[config.mk]
export PLATFORM = sky130hd
export DESIGN_NAME = int_req_ctrl_flat
export DESIGN_NICKNAME = d
export VERILOG_FILES = /design/src/rtl/int_req_pkg.sv /design/src/rtl/int_req_ctrl_if.sv /design/src/rtl/int_req_ctrl_prio_enc.sv /design/src/rtl/int_req_ctrl.sv /design/src/flat_wrapper.sv
export SDC_FILE = /design/constraint.sdc
export NUM_CORES = 1
export LEC_CHECK = 0
export ABC_CLOCK_PERIOD_IN_PS = 1250
export CAP_MARGIN = 25
export CORE_MARGIN = 10
export CORE_UTILIZATION = 36
export CTS_CLUSTER_SIZE = 12
export DETAILED_ROUTE_END_ITERATION = 8
export MAX_ROUTING_LAYER = met4
export PLACE_DENSITY = 0.78
export SYNTH_ARGS = -nofsm -noshare
export SYNTH_HDL_FRONTEND = slang
export SYNTH_SLANG_ARGS = --single-unit
export TNS_END_PERCENT = 5
[constraint.sdc]
create_clock -name clk -period 1.25 [get_ports clk]
set_input_delay 0.125 -clock clk [delete_from_list [all_inputs] [get_ports clk]]
set_output_delay 0.125 -clock clk [all_outputs]
set_load 0.1 [all_outputs]
[src/rtl/int_req_pkg.sv]
// Shared definitions for the peripheral-side interrupt requester.
// Holds the FSM state encoding, default parameters and the vector address helper.
// No ports; imported by the interface, encoder and top.
package int_req_pkg;

  typedef enum logic [1:0] {
    IDLE    = 2'd0,
    REQ     = 2'd1,
    SERVICE = 2'd2
  } state_e;

  localparam int          DEF_NUM_SRC         = 4;
  localparam logic [31:0] DEF_VEC_BASE        = 32'h0000_0040;
  localparam int unsigned DEF_VEC_STRIDE_LOG2 = 4;

  // ISR entry address for source idx; wraps modulo 2^32.
  function automatic logic [31:0] vec_addr(input logic [31:0] base,
                                           input int unsigned stride_log2,
                                           input logic [31:0] idx);
    return base + (idx << stride_log2);
  endfunction

endpackage

[src/rtl/int_req_ctrl_if.sv]
// Handshake bundle between peripherals/CPU and the interrupt requester.
// master: the controller (drives interrupt/int_addr/int_id/pending).
// slave: the environment (drives done/status_bit/int_ack/isr_done[/int_mask]).
// Optional INT_REQ_CTRL_MASK_EN adds int_mask.
interface int_req_ctrl_if #(
  parameter int NUM_SRC = int_req_pkg::DEF_NUM_SRC
);
  localparam int ID_W = (NUM_SRC > 1) ? $clog2(NUM_SRC) : 1;

  logic [NUM_SRC-1:0] done;
  logic               status_bit;
  logic               int_ack;
  logic               isr_done;
`ifdef INT_REQ_CTRL_MASK_EN
  logic [NUM_SRC-1:0] int_mask;
`endif
  logic               interrupt;
  logic [31:0]        int_addr;
  logic [ID_W-1:0]    int_id;
  logic [NUM_SRC-1:0] pending;

  modport master (
`ifdef INT_REQ_CTRL_MASK_EN
    input  int_mask,
`endif
    input  done, status_bit, int_ack, isr_done,
    output interrupt, int_addr, int_id, pending
  );

  modport slave (
`ifdef INT_REQ_CTRL_MASK_EN
    output int_mask,
`endif
    output done, status_bit, int_ack, isr_done,
    input  interrupt, int_addr, int_id, pending
  );

endinterface

[src/rtl/int_req_ctrl_prio_enc.sv]
// Fixed-priority encoder: lowest set request index wins.
// Latency: purely combinational.
// Backpressure: none; i_req -> o_vld (any set), o_idx (winning index, 0 if none).
module int_prio_enc #(
  parameter int N  = 4,
  parameter int IW = (N > 1) ? $clog2(N) : 1
) (
  input  logic [N-1:0]  i_req,
  output logic          o_vld,
  output logic [IW-1:0] o_idx
);

  always_comb begin
    o_vld = |i_req;
    o_idx = '0;
    // Scan from the top so the lowest set index is written last.
    for (int i = N - 1; i >= 0; i--) begin
      if (i_req[i]) o_idx = IW'(i);
    end
  end

endmodule

[src/rtl/int_req_ctrl.sv]
// Vectored interrupt requester: edge-captures done[] into pending, grants by fixed priority.
// Latency: done rise -> pending next edge -> interrupt the edge after; int_ack drops interrupt at that edge.
// Backpressure: holds one request until int_ack, then blocks new ones until isr_done; no nesting.
// Ports: clk, reset (sync, active-high); bus (int_req_ctrl_if.master) carries the handshake.
// Optional INT_REQ_CTRL_MASK_EN: arbitration uses pending & int_mask (masked sources still latch).
module int_req_ctrl
  import int_req_pkg::*;
#(
  parameter int          NUM_SRC         = DEF_NUM_SRC,
  parameter logic [31:0] VEC_BASE        = DEF_VEC_BASE,
  parameter int unsigned VEC_STRIDE_LOG2 = DEF_VEC_STRIDE_LOG2
) (
  input logic           clk,
  input logic           reset,
  int_req_ctrl_if.master bus
);

  localparam int ID_W = (NUM_SRC > 1) ? $clog2(NUM_SRC) : 1;

  state_e               r_state;
  logic [NUM_SRC-1:0]   r_done_q;
  logic [NUM_SRC-1:0]   r_pending;
  logic                 r_interrupt;
  logic [31:0]          r_int_addr;
  logic [ID_W-1:0]      r_int_id;

  state_e               w_state_nxt;
  logic                 w_grant;
  logic [NUM_SRC-1:0]   w_rise;
  logic [NUM_SRC-1:0]   w_clr;
  logic [NUM_SRC-1:0]   w_arb_req;
  logic                 w_arb_vld;
  logic [ID_W-1:0]      w_arb_idx;

  assign w_rise = bus.done & ~r_done_q;

`ifdef INT_REQ_CTRL_MASK_EN
  assign w_arb_req = r_pending & bus.int_mask;
`else
  assign w_arb_req = r_pending;
`endif

  int_prio_enc #(.N(NUM_SRC), .IW(ID_W)) u_prio (
    .i_req (w_arb_req),
    .o_vld (w_arb_vld),
    .o_idx (w_arb_idx)
  );

  always_comb begin
    w_state_nxt = r_state;
    w_grant     = 1'b0;
    w_clr       = '0;
    case (r_state)
      IDLE: begin
        if (w_arb_vld && !bus.status_bit) begin
          w_grant     = 1'b1;
          w_state_nxt = REQ;
        end
      end
      REQ: begin
        // Request is frozen here: status_bit, mask and newer sources are ignored.
        if (bus.int_ack) begin
          w_clr       = NUM_SRC'(1) << r_int_id;
          w_state_nxt = SERVICE;
        end
      end
      SERVICE: begin
        if (bus.isr_done) w_state_nxt = IDLE;
      end
      default: w_state_nxt = IDLE;
    endcase
  end

  always_ff @(posedge clk) begin
    if (reset) begin
      r_state     <= IDLE;
      r_done_q    <= '0;
      r_pending   <= '0;
      r_interrupt <= 1'b0;
      r_int_addr  <= '0;
      r_int_id    <= '0;
    end else begin
      r_state     <= w_state_nxt;
      r_done_q    <= bus.done;
      // Set wins over clear when a rise and an ack hit the same bit.
      r_pending   <= (r_pending & ~w_clr) | w_rise;
      r_interrupt <= (w_state_nxt == REQ);
      if (w_grant) begin
        r_int_id   <= w_arb_idx;
        r_int_addr <= vec_addr(VEC_BASE, VEC_STRIDE_LOG2, 32'(w_arb_idx));
      end
    end
  end

  assign bus.interrupt = r_interrupt;
  assign bus.int_addr  = r_int_addr;
  assign bus.int_id    = r_int_id;
  assign bus.pending   = r_pending;

endmodule

[src/flat_wrapper.sv]
// flat-port wrapper written by rule: the top's interface ports become plain ports
module int_req_ctrl_flat import int_req_pkg::*;
#(
  parameter int          NUM_SRC         = DEF_NUM_SRC,
  parameter logic [31:0] VEC_BASE        = DEF_VEC_BASE,
  parameter int unsigned VEC_STRIDE_LOG2 = DEF_VEC_STRIDE_LOG2
)
  (clk, reset, bus_done, bus_status_bit, bus_int_ack, bus_isr_done, bus_interrupt, bus_int_addr, bus_int_id, bus_pending);
  int_req_ctrl_if #(.NUM_SRC(NUM_SRC)) bus_i ();
  input logic clk;
  input logic reset;
  input wire logic [$bits(bus_i.done)-1:0] bus_done;
  input wire logic [$bits(bus_i.status_bit)-1:0] bus_status_bit;
  input wire logic [$bits(bus_i.int_ack)-1:0] bus_int_ack;
  input wire logic [$bits(bus_i.isr_done)-1:0] bus_isr_done;
  output wire logic [$bits(bus_i.interrupt)-1:0] bus_interrupt;
  output wire logic [$bits(bus_i.int_addr)-1:0] bus_int_addr;
  output wire logic [$bits(bus_i.int_id)-1:0] bus_int_id;
  output wire logic [$bits(bus_i.pending)-1:0] bus_pending;
  assign bus_i.done = bus_done;
  assign bus_i.status_bit = bus_status_bit;
  assign bus_i.int_ack = bus_int_ack;
  assign bus_i.isr_done = bus_isr_done;
  assign bus_interrupt = bus_i.interrupt;
  assign bus_int_addr = bus_i.int_addr;
  assign bus_int_id = bus_i.int_id;
  assign bus_pending = bus_i.pending;
  int_req_ctrl #(.NUM_SRC(NUM_SRC), .VEC_BASE(VEC_BASE), .VEC_STRIDE_LOG2(VEC_STRIDE_LOG2)) u_core (.clk(clk), .reset(reset), .bus(bus_i));
endmodule
==> results of run 1 <==
[sequential cells by signal (all words and copies together), names as in the netlist]
signal / flops
u_core.bus.int_addr: 2
u_core.bus.int_id: 1
u_core.bus.pending: 4
u_core.bus.interrupt: 1
u_core.r_done_q: 4
u_core.r_state: 2
[worst max path at each step]
stage,start,endpoint,slack [ns],cells after the start
final,u_core.bus.int_id[0],bus_int_addr[4],0.09,2
after global routing,u_core.bus.pending[2],u_core.bus.int_id[0],0.04,3
after CTS,u_core.bus.int_id[0],bus_int_addr[4],0.07,2
after floorplan,u_core.bus.int_id[0],u_core.bus.pending[1],-0.29,3
after global placement,bus_int_ack,u_core.bus.pending[3],0.08,4
after detailed placement,bus_int_ack,u_core.bus.pending[0],0.07,4
[metal layers]
layer / vias up / share of wire
met3: 2 / 0.19
li1: 263 / -
met4: 0 / 0.010
met1: 227 / 0.39
met2: 36 / 0.41
met5: - / 0
[power groups by stage]
stage               Sequential (mW)  Combinational [mW]  Clock (mW)
finish                        0.527               0.807       0.322
global route                  0.534               0.832       0.360
CTS                           0.527               0.806       0.335
detailed placement            0.537               0.805           0
global placement              0.536               0.801           0
floorplan                     0.675               0.564           0
[logic make-up (layout without fill, tap and decap cells)]
logic type / Yosys count / after routing / share of synthesized area
multiplexers: 1 / 1 / 0.0128
other: 1 / 29 / 0.00481
AND/OR/NAND/NOR: 20 / 20 / 0.183
AO/OA/AOI/OAI: 16 / 16 / 0.127
buffers and inverters: 34 / 27 / 0.313
flip-flops: 14 / 14 / 0.360
[per-stage QoR]
| step | TNS [ns] | instances | cell area (um^2) | hold slack [ns] | worst slack (ns) |
|---|---|---|---|---|---|
| 2_1_floorplan | -2.21 | 114 | 888 | 0.197 | -0.287 |
| 3_3_place_gp | 0 | 130 | 988 | 0.462 | 0.0819 |
| 3_5_place_dp | 0 | 130 | 988 | 0.471 | 0.0696 |
| 4_1_cts | 0 | 134 | 1020 | 0.402 | 0.0749 |
| 5_1_grt | 0 | 134 | 1020 | 0.416 | 0.0372 |
| 6_report | 0 | 134 | 1020 | 0.411 | 0.0929 |
[Yosys cell counts (2+ instances only)]
cell and n:
dfxtp_1 14, inv_1 2, buf_4 31, a21oi_1 9, nand2b_1 5, nor2b_1 4
nor2_1 2, o21ai_0 5
[worst register-to-register path: stages (launching register included)]
cell and delay (ns):
dfxtp_2 0.36, or2_4 0.27, o31ai_4 0.24, mux2i_1 0.21
[cell type report]
type,instances,area (um^2),share of cell area
multi-input combinational,66,360,0.352
tap,27,33.8,0.0330
clock buffer,4,36.3,0.0354
timing repair buffer,21,303,0.295
sequential,14,284,0.277
inverter,2,7.51,0.00733
==> results.sh, run 1 <==
export IMPL_leakage_nw=0.444
export IMPL_total_track_usage=0.0727
export IMPL_power_sequential_fraction=0.318
export IMPL_syn_avg_cell_area_um2=9.06
export IMPL_grt_use_met2=0.102
export IMPL_timing_critical_path_cells="buf_4, buf_12"
export IMPL_max_freq_mhz=864
export IMPL_rrSetupSlack_ns=0.11
export IMPL_cts_post_setup_buffers_inserted=0
export IMPL_netlist_top_cells_area="dfxtp_1, buf_4, a21oi_1"
export IMPL_max_clock_path_buffers=2
export IMPL_yosys_area_top_type_share=0.360
export IMPL_synth_ff_latch_count=14
export IMPL_die_height_um=66.5
export IMPL_synth_flop_cell="dfxtp_1"
export IMPL_status="finished, final reports clean"
export IMPL_gpl_final_weighted_congestion=0.745
export IMPL_worst_hold_path_num_cells=3
export IMPL_cts_hold_repair_buffers=0
export IMPL_setup_viol=0
export IMPL_rsz_0062_raised_after_global_routing="false"
export IMPL_worst_path_dominant_cell_family="flip-flops"
export IMPL_clkPwrFrac=0.195
export IMPL_ant_nets=0
export IMPL_drc_errors=0
export IMPL_floorplan_rows=16
export IMPL_syn_cell_area_um2=779
export IMPL_utilization=0.512
export IMPL_powerDensity_nw_per_um2=1620
export IMPL_portBuffers=18
export IMPL_worstPathBufferInverterCount=2
export IMPL_slowest_stage="dfxtp_1"
export IMPL_synth_lib_cells_used_distinct=22
export IMPL_detailedRoute_firstIterationViolations=11
export IMPL_n_antenna_cell=0
export IMPL_final_period_minus_worst_setup_slack_ns=1.16
export IMPL_r2r_start="u_core.bus.pending[2]"
export IMPL_ys_warnings_count=0
export IMPL_commonest_non_fill_non_tap_cell_in_the_layout="conb_1"
export IMPL_grt_start_max_net_pins=10
export IMPL_switching_share=0.500
export IMPL_clock_tree_root_cell="clkbuf_4"
export IMPL_period_share=0.926
export IMPL_dr_pass1_iterations=4
export IMPL_final_cell_mix="conb_1, dfxtp_1, buf_12, a21oi_1, clkdlybuf4s50_1"
export IMPL_drt_total_wl_um=1610
export IMPL_cts_max_level=1
export IMPL_required_ns=1.12
export IMPL_routed_via_density=3.94
export IMPL_number_of_enable_type_register_cells_in_the_synthesized_netlist=0
export IMPL_hpwl_um=1380
export IMPL_grt_antenna_before_repair=0
export IMPL_busiest_layer="met2"
export IMPL_floorplan_core_area_um2=2000
export IMPL_total_switching_power_mw=0.827
export IMPL_worst_path_largest_cell_delay_ns=0.42
export IMPL_io_pins=48
export IMPL_comb_power_share=0.487
export IMPL_use_met3=0.0552
export IMPL_grt_overflow=0
export IMPL_cts_inserted_buffers=3
export IMPL_cp_data_arrival_time_ns=1.03
export IMPL_clk_pin_slew_ns=0.08
export IMPL_drive_gt1_frac=0.224
export IMPL_via_count_of_the_routed_design=528
export IMPL_max_cap_violations=0
export IMPL_total_die_area_um2=4430
export IMPL_seq_area_frac_synth=0.360
export IMPL_gr_usage_met1=0.0747
export IMPL_fp_dieW_um=66.5
export IMPL_worst_path_fanout_max=4
export IMPL_cts_tree="yes"
export IMPL_critical_path_endpoint_type="primary output"
export IMPL_reg2reg_depth=3
export IMPL_post_synth_inst_count=86
export IMPL_synthesis_to_layout_area_growth_pct=31.5
export IMPL_skew_final_ns=0.00121
export IMPL_min_to="u_core.bus.pending[3]"
export IMPL_power_report_internal_total_mw=0.829
export IMPL_startpoint_type="flip-flop"
export IMPL_clk_latency_ns=0.28
export IMPL_num_clock_sinks=14
export IMPL_async_flop_share=0
export IMPL_category_of_the_most_critical_setup_path="reg -> out"
export IMPL_floorplan_initialDensity=0.389
export IMPL_routed_wire_length_per_instance_um=12.0
export IMPL_grt_pass1_vias=538
export IMPL_worst_hold_path_type="in -> reg"
export IMPL_post_cts_resize_count=0
export IMPL_totalPowerFinal_mw=1.66
export IMPL_grt_pass1_wl_um=2420
export IMPL_maxSlewViolCount=0
export IMPL_fillers=209
export IMPL_synth_area_leader_cell="dfxtp_1"
export IMPL_num_nets_final=117
export IMPL_min_delay_start="bus_done[3]"
export IMPL_ir_worst_vdd_mv=0.783
export IMPL_hold_viol_final=0
export IMPL_timing_rr_end="u_core.bus.int_id[0]"
(Power assumes the default switching activity.)
==> inputs of run 2 (changes only) <==
--- a/config.mk
+++ b/config.mk
@@ -16,4 +16,3 @@
 export SYNTH_ARGS = -nofsm -noshare
 export SYNTH_HDL_FRONTEND = slang
 export SYNTH_SLANG_ARGS = --single-unit
-export TNS_END_PERCENT = 5
==> run 2 against run 1 <==
  * Global-route usage is 0.22 points higher
  * Via count grew 0.19%
  * Combinational power down 1%
  * Critical path depth increased by 1
  * Final area fell by 0.85%
  * Die area unchanged
  * Sequential cell count stayed put
  * Largest cell class unchanged
==> results.sh, run 2 (synthesis gave the netlist of run 1 again) <==
export IMPL_status="finished, final reports clean"
export IMPL_clk_pin_slew_ns=0.08
export IMPL_multi_input_comb_area_um2=360
export IMPL_clk_latency_ns=0.28
export IMPL_ant_nets=0
export IMPL_cts_tree="yes"
export IMPL_synthesis_to_layout_area_growth_pct=30.3
export IMPL_setup_total_negative_slack_ns=0
export IMPL_total_switching_power_mw=0.822
export IMPL_power_report_internal_total_mw=0.825
export IMPL_hold_viol_final=0
export IMPL_cts_post_setup_buffers_inserted=0
export IMPL_routed_via_density=4.01
export IMPL_io_pins=48
export IMPL_worst_path_dominant_cell_family="flip-flops"
export IMPL_grt_pass1_vias=525
export IMPL_worstSetupStartpoint="u_core.bus.pending[2]"
export IMPL_floorplan_initialDensity=0.389
export IMPL_worst_path_largest_cell_delay_ns=0.37
export IMPL_min_to="u_core.bus.pending[2]"
export IMPL_seqCellArea_um2=290
export IMPL_portBuffers=18
export IMPL_cts_inserted_buffers=3
export IMPL_powerDensity_nw_per_um2=1620
export IMPL_die_height_um=66.5
export IMPL_fillers=200
export IMPL_ir_worst_vdd_mv=0.744
export IMPL_stdcell_area_um2=1020
export IMPL_slowest_stage="dfxtp_4"
export IMPL_worst_path_fanout_max=4
export IMPL_period_share=0.941
export IMPL_dr_pass1_iterations=3
export IMPL_min_delay_start="bus_done[2]"
export IMPL_cp_data_arrival_time_ns=1.38
export IMPL_comb_power_share=0.485
export IMPL_r2r_start="u_core.bus.pending[2]"
export IMPL_rsz_0062_raised_after_global_routing="false"
export IMPL_power_sequential_fraction=0.323
export IMPL_startpoint_type="flip-flop"
export IMPL_final_cell_mix="conb_1, buf_12, a21oi_1, clkdlybuf4s50_1, dfxtp_1"
export IMPL_n_antenna_cell=0
export IMPL_utilization=0.508
export IMPL_post_cts_resize_count=0
export IMPL_leakage_nw=0.435
export IMPL_required_ns=1.45
export IMPL_routed_wire_length_per_instance_um=12.3
export IMPL_max_clock_path_buffers=2
export IMPL_detailedRoute_firstIterationViolations=6
export IMPL_category_of_the_most_critical_setup_path="reg -> reg"
export IMPL_grt_antenna_before_repair=0
export IMPL_hpwl_um=1360
export IMPL_worst_hold_path_num_cells=3
export IMPL_final_period_minus_worst_setup_slack_ns=1.18
export IMPL_reg2reg_depth=3
export IMPL_critical_path_endpoint_type="flip-flop"
export IMPL_max_cap_violations=0
export IMPL_switching_share=0.499
export IMPL_floorplan_rows=16
export IMPL_grt_pass1_wl_um=2450
export IMPL_num_clock_sinks=14
export IMPL_drc_errors=0
export IMPL_timing_rr_end="u_core.bus.int_id[0]"
export IMPL_clock_tree_root_cell="clkbuf_4"
export IMPL_grt_overflow=0
export IMPL_drive_gt1_frac=0.238
export IMPL_postPlaceCellArea_um2=980
export IMPL_fp_dieW_um=66.5
export IMPL_worstPathBufferInverterCount=0
export IMPL_gpl_final_weighted_congestion=0.792
export IMPL_commonest_non_fill_non_tap_cell_in_the_layout="conb_1"
export IMPL_timing_critical_path_cells="or2_4, o31ai_4, mux2i_1"
export IMPL_total_die_area_um2=4430
export IMPL_grt_start_max_net_pins=9
export IMPL_maxSlewViolCount=0
export IMPL_via_count_of_the_routed_design=529
export IMPL_drt_total_wl_um=1620
export IMPL_rrSetupSlack_ns=0.07
export IMPL_floorplan_core_area_um2=2000
export IMPL_total_track_usage=0.0749
export IMPL_cts_max_level=1
export IMPL_num_nets_final=115
export IMPL_cts_hold_repair_buffers=0
export IMPL_setup_viol=0
export IMPL_totalPowerFinal_mw=1.65
export IMPL_max_freq_mhz=850
export IMPL_skew_final_ns=0.00110
export IMPL_clkPwrFrac=0.192
export IMPL_worst_hold_path_type="in -> reg"
==> run 2: worst max-delay path by stage <==
stage	end	cells after the start	slack, ns
2_1_floorplan	u_core.bus.int_id[0]	3	-0.03
3_3_place_gp	u_core.bus.int_id[0]	4	0.08
3_5_place_dp	u_core.bus.int_id[0]	4	0.06
4_1_cts	u_core.bus.int_id[0]	3	0.06
5_1_grt	u_core.bus.int_id[0]	3	0.02
6_report	u_core.bus.int_id[0]	3	0.07
==> run 2: worst register-to-register path, stage by stage (launching register included) <==
cell     delay [ns]
dfxtp_4        0.37
or2_4          0.26
o31ai_4        0.24
mux2i_1        0.23
==> run 2: final cells by class <==
| type | instances | area share |
|---|---|---|
| Clock buffer | 4 | 0.0357 |
| Inverter | 2 | 0.00739 |
| Multi-Input combinational cell | 66 | 0.355 |
| Sequential cell | 14 | 0.286 |
| Tap cell | 27 | 0.0333 |
| Timing Repair Buffer | 19 | 0.283 |
==> run 2: per-stage QoR <==
stage | setup WS [ns] | hold WS (ns) | instances
3_5_place_dp | 0.0596 | 0.469 | 128
3_3_place_gp | 0.0839 | 0.462 | 128
6_report | 0.0732 | 0.428 | 132
2_1_floorplan | -0.0281 | 0.197 | 114
4_1_cts | 0.0627 | 0.415 | 132
5_1_grt | 0.0231 | 0.431 | 132
==> run 2: layer usage <==
metal	vias up	track usage	wire [um]
li1	260	-	-
met1	234	0.0825	709
met2	35	0.104	663
met3	0	0.0535	250
met4	0	0.0236	0
met5	-	-	0
==> run 2: power groups by stage <==
stage               clock (mW)  combinational, mW  sequential, mW
floorplan                    0              0.564           0.677
global placement             0              0.794           0.540
detailed placement           0              0.797           0.541
CTS                      0.337              0.798           0.531
global route             0.356              0.822           0.538
finish                   0.317              0.798           0.531
